[src/rtl/mode_sched_pkg.sv]
// Shared types and mode encodings for the mode scheduler and the mode/status
// control FSM it feeds.
package mode_sched_pkg;

    typedef enum logic [1:0] {
        IDLE   = 2'd0,
        SETTLE = 2'd1,
        GRANT  = 2'd2
    } state_e;

    localparam logic [1:0] MODE_IDLE = 2'b00;
    localparam logic [1:0] MODE_A    = 2'b01;
    localparam logic [1:0] MODE_B    = 2'b10;
    localparam logic [1:0] MODE_RSVD = 2'b11;

endpackage

[src/rtl/rr_pick.sv]
// Combinational round-robin search: returns the first eligible index after
// i_ptr (wrapping), so the entry at i_ptr itself has the lowest priority.
module rr_pick #(
    parameter int N   = 4,
    parameter int IDW = 2
) (
    input  logic [N-1:0]   i_eligible,
    input  logic [IDW-1:0] i_ptr,
    output logic [IDW-1:0] o_winner,
    output logic           o_any_valid
);

    int w_dist;
    int w_best_dist;

    // Distance 1..N from the pointer; the smallest eligible distance wins.
    always_comb begin
        o_winner    = '0;
        w_dist      = 0;
        w_best_dist = N + 1;
        for (int i = 0; i < N; i++) begin
            w_dist = i - int'(i_ptr);
            if (w_dist <= 0) begin
                w_dist = w_dist + N;
            end
            if (i_eligible[i] && (w_dist < w_best_dist)) begin
                w_best_dist = w_dist;
                o_winner    = IDW'(i);
            end
        end
    end

    assign o_any_valid = |i_eligible;

endmodule

[src/rtl/mode_sched_arbiter.sv]
// Round-robin owner of the shared 2-bit mode path: drives the winner's mode,
// waits a settle interval, grants, and holds until release or preemption.
module mode_sched_arbiter
    import mode_sched_pkg::*;
#(
    parameter int NUM_REQ       = 4,
    parameter int IDW           = 2,
    parameter int SETTLE_CYCLES = 2,
    parameter int MAX_HOLD      = 16,
    parameter int CNT_W         = 8
) (
    input  logic                 clk,
    input  logic                 rst,
    input  logic [NUM_REQ-1:0]   req,
    input  logic [2*NUM_REQ-1:0] req_mode,
    output logic [NUM_REQ-1:0]   grant,
    output logic [IDW-1:0]       owner_id,
    output logic [1:0]           mode_out,
    output logic                 busy,
    output logic                 preempt,
    output logic                 invalid_req
);

    localparam logic [IDW-1:0]   PTR_INIT    = IDW'(NUM_REQ - 1);
    localparam logic [CNT_W-1:0] SETTLE_INIT = CNT_W'(SETTLE_CYCLES - 1);
    localparam logic [CNT_W-1:0] HOLD_LAST   = CNT_W'((MAX_HOLD == 0) ? 0 : MAX_HOLD - 1);

    state_e               r_state;
    logic [NUM_REQ-1:0]   r_grant;
    logic [IDW-1:0]       r_owner_id;
    logic [1:0]           r_mode_out;
    logic                 r_busy;
    logic                 r_preempt;
    logic                 r_invalid;
    logic [IDW-1:0]       r_ptr;
    logic [CNT_W-1:0]     r_settle_cnt;
    logic [CNT_W-1:0]     r_hold_cnt;

    state_e               w_state_nx;
    logic [NUM_REQ-1:0]   w_grant_nx;
    logic [IDW-1:0]       w_owner_nx;
    logic [1:0]           w_mode_nx;
    logic                 w_busy_nx;
    logic                 w_preempt_nx;
    logic                 w_invalid_nx;
    logic [IDW-1:0]       w_ptr_nx;
    logic [CNT_W-1:0]     w_settle_nx;
    logic [CNT_W-1:0]     w_hold_nx;

    logic [NUM_REQ-1:0]   w_elig;
    logic [NUM_REQ-1:0]   w_rsvd;
    logic [NUM_REQ-1:0]   w_owner_oh;
    logic [NUM_REQ-1:0]   w_others;
    logic                 w_owner_req;
    logic [IDW-1:0]       w_winner;
    logic                 w_any;
    logic [1:0]           w_win_mode;

    // Reserved-mode requests never compete; they only raise invalid_req.
    always_comb begin
        w_elig = '0;
        w_rsvd = '0;
        for (int i = 0; i < NUM_REQ; i++) begin
            w_rsvd[i] = req[i] && (req_mode[2*i +: 2] == MODE_RSVD);
            w_elig[i] = req[i] && (req_mode[2*i +: 2] != MODE_RSVD);
        end
    end

    assign w_owner_oh  = NUM_REQ'(1) << r_owner_id;
    assign w_others    = w_elig & ~w_owner_oh;
    assign w_owner_req = |(req & w_owner_oh);
    assign w_win_mode  = req_mode[{w_winner, 1'b0} +: 2];

    rr_pick #(
        .N   (NUM_REQ),
        .IDW (IDW)
    ) u_rr_pick (
        .i_eligible  (w_elig),
        .i_ptr       (r_ptr),
        .o_winner    (w_winner),
        .o_any_valid (w_any)
    );

    always_ff @(posedge clk or posedge rst) begin
        if (rst) begin
            r_state      <= IDLE;
            r_grant      <= '0;
            r_owner_id   <= '0;
            r_mode_out   <= MODE_IDLE;
            r_busy       <= 1'b0;
            r_preempt    <= 1'b0;
            r_invalid    <= 1'b0;
            r_ptr        <= PTR_INIT;
            r_settle_cnt <= '0;
            r_hold_cnt   <= '0;
        end else begin
            r_state      <= w_state_nx;
            r_grant      <= w_grant_nx;
            r_owner_id   <= w_owner_nx;
            r_mode_out   <= w_mode_nx;
            r_busy       <= w_busy_nx;
            r_preempt    <= w_preempt_nx;
            r_invalid    <= w_invalid_nx;
            r_ptr        <= w_ptr_nx;
            r_settle_cnt <= w_settle_nx;
            r_hold_cnt   <= w_hold_nx;
        end
    end

    always_comb begin
        w_state_nx   = r_state;
        w_grant_nx   = r_grant;
        w_owner_nx   = r_owner_id;
        w_mode_nx    = r_mode_out;
        w_preempt_nx = 1'b0;
        w_invalid_nx = 1'b0;
        w_ptr_nx     = r_ptr;
        w_settle_nx  = r_settle_cnt;
        w_hold_nx    = r_hold_cnt;
        case (r_state)
            IDLE: begin
                w_invalid_nx = |w_rsvd;
                if (w_any) begin
                    w_state_nx  = SETTLE;
                    w_owner_nx  = w_winner;
                    w_mode_nx   = w_win_mode;
                    w_ptr_nx    = w_winner;
                    w_settle_nx = SETTLE_INIT;
                end
            end
            SETTLE: begin
                // Abort wins over grant; the pointer keeps the aborted winner.
                if (!w_owner_req) begin
                    w_state_nx = IDLE;
                    w_owner_nx = '0;
                    w_mode_nx  = MODE_IDLE;
                end else if (r_settle_cnt == '0) begin
                    w_state_nx = GRANT;
                    w_grant_nx = w_owner_oh;
                    w_hold_nx  = '0;
                end else begin
                    w_settle_nx = r_settle_cnt - CNT_W'(1);
                end
            end
            GRANT: begin
                if (!w_owner_req) begin
                    w_state_nx = IDLE;
                    w_grant_nx = '0;
                    w_owner_nx = '0;
                    w_mode_nx  = MODE_IDLE;
                end else if ((MAX_HOLD != 0) && (r_hold_cnt == HOLD_LAST) && (|w_others)) begin
                    w_state_nx   = IDLE;
                    w_grant_nx   = '0;
                    w_owner_nx   = '0;
                    w_mode_nx    = MODE_IDLE;
                    w_preempt_nx = 1'b1;
                end else if (r_hold_cnt != HOLD_LAST) begin
                    w_hold_nx = r_hold_cnt + CNT_W'(1);
                end
            end
            default: begin
                w_state_nx = IDLE;
                w_grant_nx = '0;
                w_owner_nx = '0;
                w_mode_nx  = MODE_IDLE;
            end
        endcase
        w_busy_nx = (w_state_nx != IDLE);
    end

    assign grant       = r_grant;
    assign owner_id    = r_owner_id;
    assign mode_out    = r_mode_out;
    assign busy        = r_busy;
    assign preempt     = r_preempt;
    assign invalid_req = r_invalid;

endmodule

[config.mk]
export PLATFORM = sky130hd
export DESIGN_NAME = mode_sched_arbiter
export DESIGN_NICKNAME = d
export VERILOG_FILES = /design/src/rtl/mode_sched_pkg.sv /design/src/rtl/rr_pick.sv /design/src/rtl/mode_sched_arbiter.sv
export SDC_FILE = /design/constraint.sdc
export NUM_CORES = 1
export LEC_CHECK = 0
export CAP_MARGIN = 20
export CORE_MARGIN = 2
export CORE_UTILIZATION = 25
export DETAILED_ROUTE_END_ITERATION = 10
export PLACE_DENSITY_LB_ADDON = 0.08
export SYNTH_ARGS = -nofsm -noshare
export SYNTH_HDL_FRONTEND = slang
export SYNTH_SLANG_ARGS = --single-unit
[constraint.sdc]
create_clock -name clk -period 5.1 [get_ports clk]
set_clock_uncertainty 0.1 [all_clocks]
set_input_delay 0.51 -clock clk [delete_from_list [all_inputs] [get_ports clk]]
set_output_delay 0.51 -clock clk [all_outputs]
set_load 0.02 [all_outputs]
==> results of run 1 <==
==> repair_timing <==
action	4_1_cts	5_1_grt
pin swaps	5	11
buffers inserted	4	3
hold buffers	0	0
resized for setup	7	19
endpoints found under the setup margin	3	6
==> sequential cells by signal, indices dropped and copies added (netlist names) <==
register and count:
r_hold_cnt 8, grant 4, r_settle_cnt 8, invalid_req 1
busy 1, owner_id 2, r_ptr 2, r_state 2
preempt 1, mode_out 2
==> path summary, 6_finish.rpt <==
| path | depth (start not counted) | end | from |
|---|---|---|---|
| worst max-delay path | 23 | mode_out[1]$_DFFE_PP0P_ | r_ptr[1]$_DFFE_PP1P_ |
| worst min-delay path | 2 | r_hold_cnt[1]$_DFFE_PP0P_ | r_hold_cnt[1]$_DFFE_PP0P_ |
| worst max register to register | 23 | mode_out[1]$_DFFE_PP0P_ | r_ptr[1]$_DFFE_PP1P_ |
| worst min register to register | 2 | r_hold_cnt[1]$_DFFE_PP0P_ | r_hold_cnt[1]$_DFFE_PP0P_ |
| max in group asynchronous | 3 | r_ptr[0]$_DFFE_PP1P_ | rst |
| min in group asynchronous | 3 | busy$_DFF_PP0_ | rst |
==> through the flow <==
| stage | hold slack, ns | TNS [ns] | cell area, sq um | std cells | utilization |
|---|---|---|---|---|---|
| finish | 0.412 | 0 | 2960 | 398 | 0.344 |
| global placement | 0.394 | 0 | 2660 | 383 | 0.310 |
| global route | 0.449 | -0.126 | 2960 | 398 | 0.344 |
| detailed placement | 0.399 | -0.116 | 2660 | 383 | 0.310 |
| CTS | 0.415 | 0 | 2850 | 395 | 0.331 |
| floorplan | 0.365 | -0.0482 | 2210 | 243 | - |
==> worst max-delay path, stage by stage, from the launching register on <==
cell	delay (ns)
dfstp_2	0.54
inv_1	0.07
ha_4	0.17
nand2_4	0.07
inv_2	0.04
ha_4	0.27
nand2b_4	0.13
and4b_2	0.27
nor3_4	0.06
mux2i_2	0.17
ha_2	0.17
or3b_4	0.37
o211ai_1	0.27
buf_4	0.17
a211oi_2	0.03
or2_1	0.26
mux2_4	0.32
ha_4	0.21
nor2b_1	0.12
o21ai_1	0.15
nand3b_1	0.14
o22ai_4	0.24
o32ai_2	0.11
a221o_1	0.35
==> cell usage after synthesis (all sizes together), types with 3 or more instances <==
| master | number | area share |
|---|---|---|
| nand2b | 5 | 0.014 |
| nand2 | 25 | 0.043 |
| and3 | 3 | 0.0091 |
| clkbuf | 5 | 0.0091 |
| dfrtp | 29 | 0.33 |
| mux2i | 4 | 0.018 |
| a31oi | 3 | 0.0086 |
| ha | 13 | 0.074 |
| nand3 | 12 | 0.027 |
| xor2 | 8 | 0.032 |
| and2 | 4 | 0.011 |
| a21oi | 7 | 0.018 |
| inv | 13 | 0.022 |
| nor4 | 5 | 0.028 |
| a21o | 4 | 0.014 |
| a211oi | 3 | 0.010 |
| a221o | 3 | 0.014 |
| o22ai | 3 | 0.0086 |
| a21boi | 6 | 0.022 |
| nor2b | 7 | 0.020 |
| nor3 | 6 | 0.014 |
| o21a | 3 | 0.010 |
| o21ai | 12 | 0.033 |
| nor2 | 20 | 0.035 |
| or3 | 3 | 0.0091 |
| or2b | 3 | 0.012 |
==> cell type report <==
| cell class | instances | area share |
|---|---|---|
| clock buffer | 6 | 0.0279 |
| timing repair buffer | 45 | 0.135 |
| tap | 108 | 0.0457 |
| clock inverter | 2 | 0.0118 |
| inverter | 13 | 0.0165 |
| multi-input combinational | 193 | 0.500 |
| sequential | 31 | 0.263 |
==> per-layer routing <==
| layer | vias up | part of all wire | track usage |
|---|---|---|---|
| li1 | 971 | - | - |
| met5 | - | 0 | 0 |
| met2 | 20 | 0.48 | 0.217 |
| met3 | 7 | 0.021 | 0.0237 |
| met1 | 957 | 0.48 | 0.168 |
| met4 | 0 | 0.013 | 0.0321 |
==> kinds of logic after synthesis <==
logic type | Yosys count | synth area share
fa+ha+maj | 13 | 0.0743
compound gates | 60 | 0.200
mux | 6 | 0.0337
simple gates | 102 | 0.258
other cells | 2 | 0.00343
xor+xnor | 10 | 0.0400
flops | 31 | 0.356
buf+inv | 19 | 0.0349
==> power groups by stage <==
stage                     clock network [mW]  logic [mW]  registers (mW)
after floorplan                            0       0.508           0.397
after global placement                     0       0.786           0.385
after detailed placement                   0       0.779           0.385
after CTS                              0.262       0.831           0.378
after global routing                   0.278        1.00           0.388
final                                  0.256       0.907           0.377
==> out/qor.csv, run 1 <==
stage;metric;value;unit
logic_synthesis;netlist_area;0.00219;sq mm
sta;fin_ws;0.173;ns
floorplan;die_w;97.6;um
worst_setup_path;cp.required;5.17;ns
outcome;outcome;finished, final reports clean;
worst_setup_path;worstSetupPathType;flip-flop to flip-flop;
logic_synthesis;synth_cells;243;
logic_synthesis;yosys_warnings;0;
power_and_ir_drop;p_sw_frac;0.417;
power_and_ir_drop;p_leak;1.27;nW
global_route;grt_antenna_before_repair;0;
global_route;grt_first_pass_wirelength;9.96;mm
placed_design;place.gp.congestion;0.768;
logic_synthesis;avgSynthCellArea;9.01;sq um
routing;num_vias;1955;
cells_and_area;layout-drive-gt1-share;0.234;
routing;detail-route-antenna-nets;0;
global_route;grt_usage;0.128;
logic_synthesis;ys_seq_area_frac;0.356;
cells_and_area;nNetsFinal;316;
power_and_ir_drop;pwr-share-seq;0.245;
worst_setup_path;endpoint_kind;flip-flop;
sta;maxSlewHeadroom;0.638;
logic_synthesis;ys_types;63;
floorplan;ioPinCount;25;
clock_tree;cts_num_sinks;31;
routing;wirelength;5.89;mm
logic_synthesis;async_flop_share;1.00;
job;drv_cap;0;
global_route;grt_overflow_total;0;
placed_design;io_buffers;24;
sta;hold_viol;0;
logic_synthesis;synth_nets;270;
power_and_ir_drop;peakVddDrop;0.128;mV
worst_setup_path;start_kind;flip-flop;
cells_and_area;synthToLayoutAreaGrowth;35.1;%
logic_synthesis;synth_edf_count;0;
global_route;grt_pass1_vias;1988;
clock_tree;htreeDepth;2;
clock_tree;cts_tree;yes;
global_route;grt_max_degree;32;
sta;setup_viol;0;
cells_and_area;final_cell_mix;29 x dfrtp_1, 24 x nand2_1, 24 x clkdlybuf4s50_1, 21 x buf_4, 19 x nor2_1;
logic_synthesis;dominantRegCellSynth;dfrtp_1;
clock_tree;path_clk_slew;0.07;ns
routing;drt-initial-drc-count;43;
sta;fin_crit_sh;0.966;
power_and_ir_drop;pwr_density_cell;521;mW/mm^2
floorplan;start_util;0.255;
floorplan;die_height;97.6;um
sta;worst_slew_pin_slew;0.538;ns
power_and_ir_drop;finalPower;1.54;mW
floorplan;core_area;0.00859;sq mm
clock_tree;clk_latency;0.29;ns
cells_and_area;antenna_cells;0;
placed_design;preCtsSetupSlack;-0.0836;ns
placed_design;hpwlAfterDp;4.46;mm
worst_setup_path;reg2reg_setup_slack;0.17;ns
cells_and_area;register_area;778;sq um
routing;first_pass_iters;4;
cells_and_area;multiInputGateArea;0.00148;sq mm
cells_and_area;fillers;898;
power_and_ir_drop;p_sw;641;uW
sta;fin_crit;4.93;ns
routing;drc_errors;0;
power_and_ir_drop;clkPwrFrac;0.166;
clock_tree;cts_buffer_depth;2;
power_and_ir_drop;combPwrFrac;0.589;
power_and_ir_drop;internal_power;898;uW
floorplan;num_rows;34;
routing;via_per_inst;4.91;
clock_tree;cts-root-buf;clkbuf_8;
routing;wl_per_cell;14.8;um
sta;maxSlewViolCount;0;
worst_setup_path;crit_fanout;4;
logic_synthesis;ys_seq_elements;31;
worst_setup_path;critPathArrivalTime;4.99;ns
cells_and_area;final_common_cell;dfrtp_1;
sta;fmax;203;MHz
floorplan;die-area;0.00952;sq mm
clock_tree;numCtsBuffers;5;
worst_hold_path;worstHoldPathType;flip-flop to flip-flop;
Note: power is estimated with default switching activity, not from simulation.
==> inputs of run 2 (changes only) <==
clock period = 6 ns   (was 5.1 ns; I/O delays follow)
==> run 2 against run 1 <==
  * First-iteration DRC count fell by 12%
  * Combinational power fell by 31%
  * Sequential power fell by 13%
  * Routed wire length fell by 3.0%
  * Clock power is 33% lower
  * Die area unchanged
  * Flip-flop and latch count unchanged
  * Largest cell class unchanged
  * Final area decreased by 8.9%
  * Clock-buffer cell count stayed put
  * Non-clock buffer count decreased by 14
  * Cell count shrank 3.8%
==> out/qor.csv, run 2 (same netlist as run 1, synthesis figures left out) <==
stage;metric;value;unit;change
floorplan;die-area;0.00952;sq mm;unchanged
sta;maxSlewViolCount;0;;unchanged
floorplan;die_w;97.6;um;unchanged
floorplan;die_height;97.6;um;unchanged
sta;fmax;180;MHz;-11%
clock_tree;path_clk_slew;0.07;ns;about the same
outcome;outcome;finished, final reports clean;;
global_route;grt_usage;0.122;;-0.00616
cells_and_area;fillers;906;;+0.89%
global_route;grt_pass1_vias;1941;;-2.4%
placed_design;dpl_cell_area;0.00259;sq mm;-2.7%
routing;drt-initial-drc-count;38;;-12%
worst_setup_path;path_buf_inv;2;;-1
power_and_ir_drop;p_sw;492;uW;-23%
clock_tree;cts_num_sinks;31;;unchanged
sta;maxSlewHeadroom;0.650;;+0.0121
cells_and_area;antenna_cells;0;;unchanged
routing;drc_errors;0;;unchanged
routing;first_pass_iters;4;;unchanged
global_route;grt_antenna_before_repair;0;;unchanged
cells_and_area;final_core_util;0.313;;-0.0307
clock_tree;numCtsBuffers;5;;unchanged
power_and_ir_drop;p_sw_frac;0.439;;+0.0223
power_and_ir_drop;peakVddDrop;0.0958;mV;-25%
job;drv_cap;0;;unchanged
clock_tree;cts-root-buf;clkbuf_8;;
worst_setup_path;cp.required;6.06;ns;+0.89 ns
cells_and_area;register_area;778;sq um;unchanged
cells_and_area;finish.instance_area;0.00269;sq mm;-8.9%
routing;via_per_inst;4.89;;-0.44%
floorplan;ioPinCount;25;;unchanged
power_and_ir_drop;clkPwrFrac;0.153;;-0.013
sta;setup_viol;0;;unchanged
clock_tree;htreeDepth;2;;unchanged
floorplan;start_util;0.255;;unchanged
sta;worst_slew_pin_slew;0.520;ns;-0.0183 ns
power_and_ir_drop;combPwrFrac;0.556;;-0.033
sta;fin_crit_sh;0.924;;-0.0424
worst_setup_path;cp_slowest_stage_delay;0.60;ns;+0.06 ns
power_and_ir_drop;pwr_density_cell;417;mW/mm^2;-20%
floorplan;core_area;0.00859;sq mm;unchanged
sta;hold_viol;0;;unchanged
placed_design;place.gp.congestion;0.757;;-1.4%
clock_tree;cts_setup_buffers;0;;-4
cells_and_area;final_common_cell;dfrtp_1;;
power_and_ir_drop;internal_power;629;uW;-30%
global_route;grt_max_degree;32;;unchanged
placed_design;hpwlAfterDp;4.30;mm;-3.6%
sta;worst_hold_slack;0.406;ns;-0.00628 ns
power_and_ir_drop;p_leak;1.16;nW;-8.6%
worst_hold_path;worstHoldPathType;flip-flop to flip-flop;;
worst_setup_path;worstSetupPathType;flip-flop to flip-flop;;
clock_tree;cts_tree;yes;;
worst_setup_path;crit_slowest_cell;dfstp_2;;
routing;detail-route-antenna-nets;0;;unchanged
worst_setup_path;endpoint_kind;flip-flop;;
cells_and_area;layout-drive-gt1-share;0.124;;-0.111
routing;wl_per_cell;14.9;um;+0.83%
clock_tree;cts_buffer_depth;2;;unchanged
power_and_ir_drop;pwr-share-seq;0.291;;+0.046
cells_and_area;final_cell_mix;29 x dfrtp_1, 25 x nand2_1, 24 x clkdlybuf4s50_1, 19 x nor2_1;;
cells_and_area;multiInputGateArea;0.00135;sq mm;-8.7%
floorplan;num_rows;34;;unchanged
worst_setup_path;critPathArrivalTime;5.61;ns;+0.62 ns
worst_setup_path;crit_chain;inv_1, ha_1, nand2_1, inv_1, ha_1, nand2b_1, o21a_1, or3_1, ha_1, or3b_1, o211ai_1, a211oi_2, or2_0, mux2_2, ha_1, nor2b_1, o21ai_0, nand3b_1, o22ai_2, o32ai_1, a221o_1;;
cells_and_area;synthToLayoutAreaGrowth;23.0;%;
global_route;grt_first_pass_wirelength;9.47;mm;-4.9%
sta;fin_crit;5.54;ns;+0.615 ns
global_route;grt_overflow_total;0;;unchanged
routing;num_vias;1873;;-4.2%
worst_setup_path;crit_fanout;7;;+3
worst_setup_path;cp_common_cell;ha_1;;
worst_setup_path;cp_top_family;compound AO/OA/AOI/OAI gates;;
worst_setup_path;start_kind;flip-flop;;
routing;wirelength;5.72;mm;-3.0%
clock_tree;clk_latency;0.28;ns;about the same
cells_and_area;nNetsFinal;302;;-4.4%
placed_design;io_buffers;24;;unchanged
run 2: path summary, 6_finish.rpt:
| kind | slack [ns] | cells after the start | start | to |
|---|---|---|---|---|
| hold reg to reg | 0.41 | 2 | r_hold_cnt[1]$_DFFE_PP0P_ | r_hold_cnt[1]$_DFFE_PP0P_ |
| setup / recovery | 0.46 | 21 | r_ptr[0]$_DFFE_PP1P_ | mode_out[1]$_DFFE_PP0P_ |
| min in group asynchronous | 0.61 | 3 | rst | r_settle_cnt[3]$_DFFE_PP0P_ |
| setup reg to reg | 0.46 | 21 | r_ptr[0]$_DFFE_PP1P_ | mode_out[1]$_DFFE_PP0P_ |
| hold / removal | 0.41 | 2 | r_hold_cnt[1]$_DFFE_PP0P_ | r_hold_cnt[1]$_DFFE_PP0P_ |
| max in group asynchronous | 4.86 | 3 | rst | r_ptr[1]$_DFFE_PP1P_ |
run 2: layout make-up:
class	count	share of cell area
Multi-Input combinational cell	193	0.501
Sequential cell	31	0.289
Timing Repair Buffer	31	0.109
Tap cell	108	0.0502
Clock buffer	6	0.0307
Inverter	13	0.0181
Clock inverter	1	0.00186
run 2: layer usage:
metal | GRT usage | vias to the layer above | wire [um]
li1 | - | 951 | -
met1 | 0.160 | 888 | 2830
met2 | 0.201 | 27 | 2650
met3 | 0.0230 | 7 | 156
met4 | 0.0406 | 0 | 78
met5 | 0 | - | 0
run 2: worst min-delay path, delay by kind of cell, from the launching register on:
family / cells / cell delay [ns]
simple gates: 2 / 0.10
flops: 1 / 0.37
run 2: through the flow:
| stage | std cells | worst slack (ns) | setup TNS (ns) | power [mW] |
|---|---|---|---|---|
| 2_1_floorplan | 243 | 0.559 | 0 | 0.760 |
| 3_3_place_gp | 376 | 0.475 | 0 | 0.953 |
| 3_5_place_dp | 376 | 0.356 | 0 | 0.947 |
| 4_1_cts | 383 | 0.347 | 0 | 1.13 |
| 5_1_grt | 383 | -0.0194 | -0.0252 | 1.22 |
| 6_report | 383 | 0.458 | 0 | 1.12 |
run 2: power by group through the flow:
| stage | Clock [mW] | Combinational [mW] | Sequential, mW |
|---|---|---|---|
| 6_report | 0.171 | 0.624 | 0.327 |
| 2_1_floorplan | 0 | 0.422 | 0.337 |
| 3_3_place_gp | 0 | 0.620 | 0.333 |
| 5_1_grt | 0.185 | 0.702 | 0.336 |
| 3_5_place_dp | 0 | 0.616 | 0.331 |
| 4_1_cts | 0.180 | 0.620 | 0.327 |
run 2: what timing repair did:
item / in CTS / in global routing
setup endpoints to repair: 0 / 4
endpoints found under the hold margin: 0 / 0
hold buffers: 0 / 0
gates resized for setup: 0 / 3
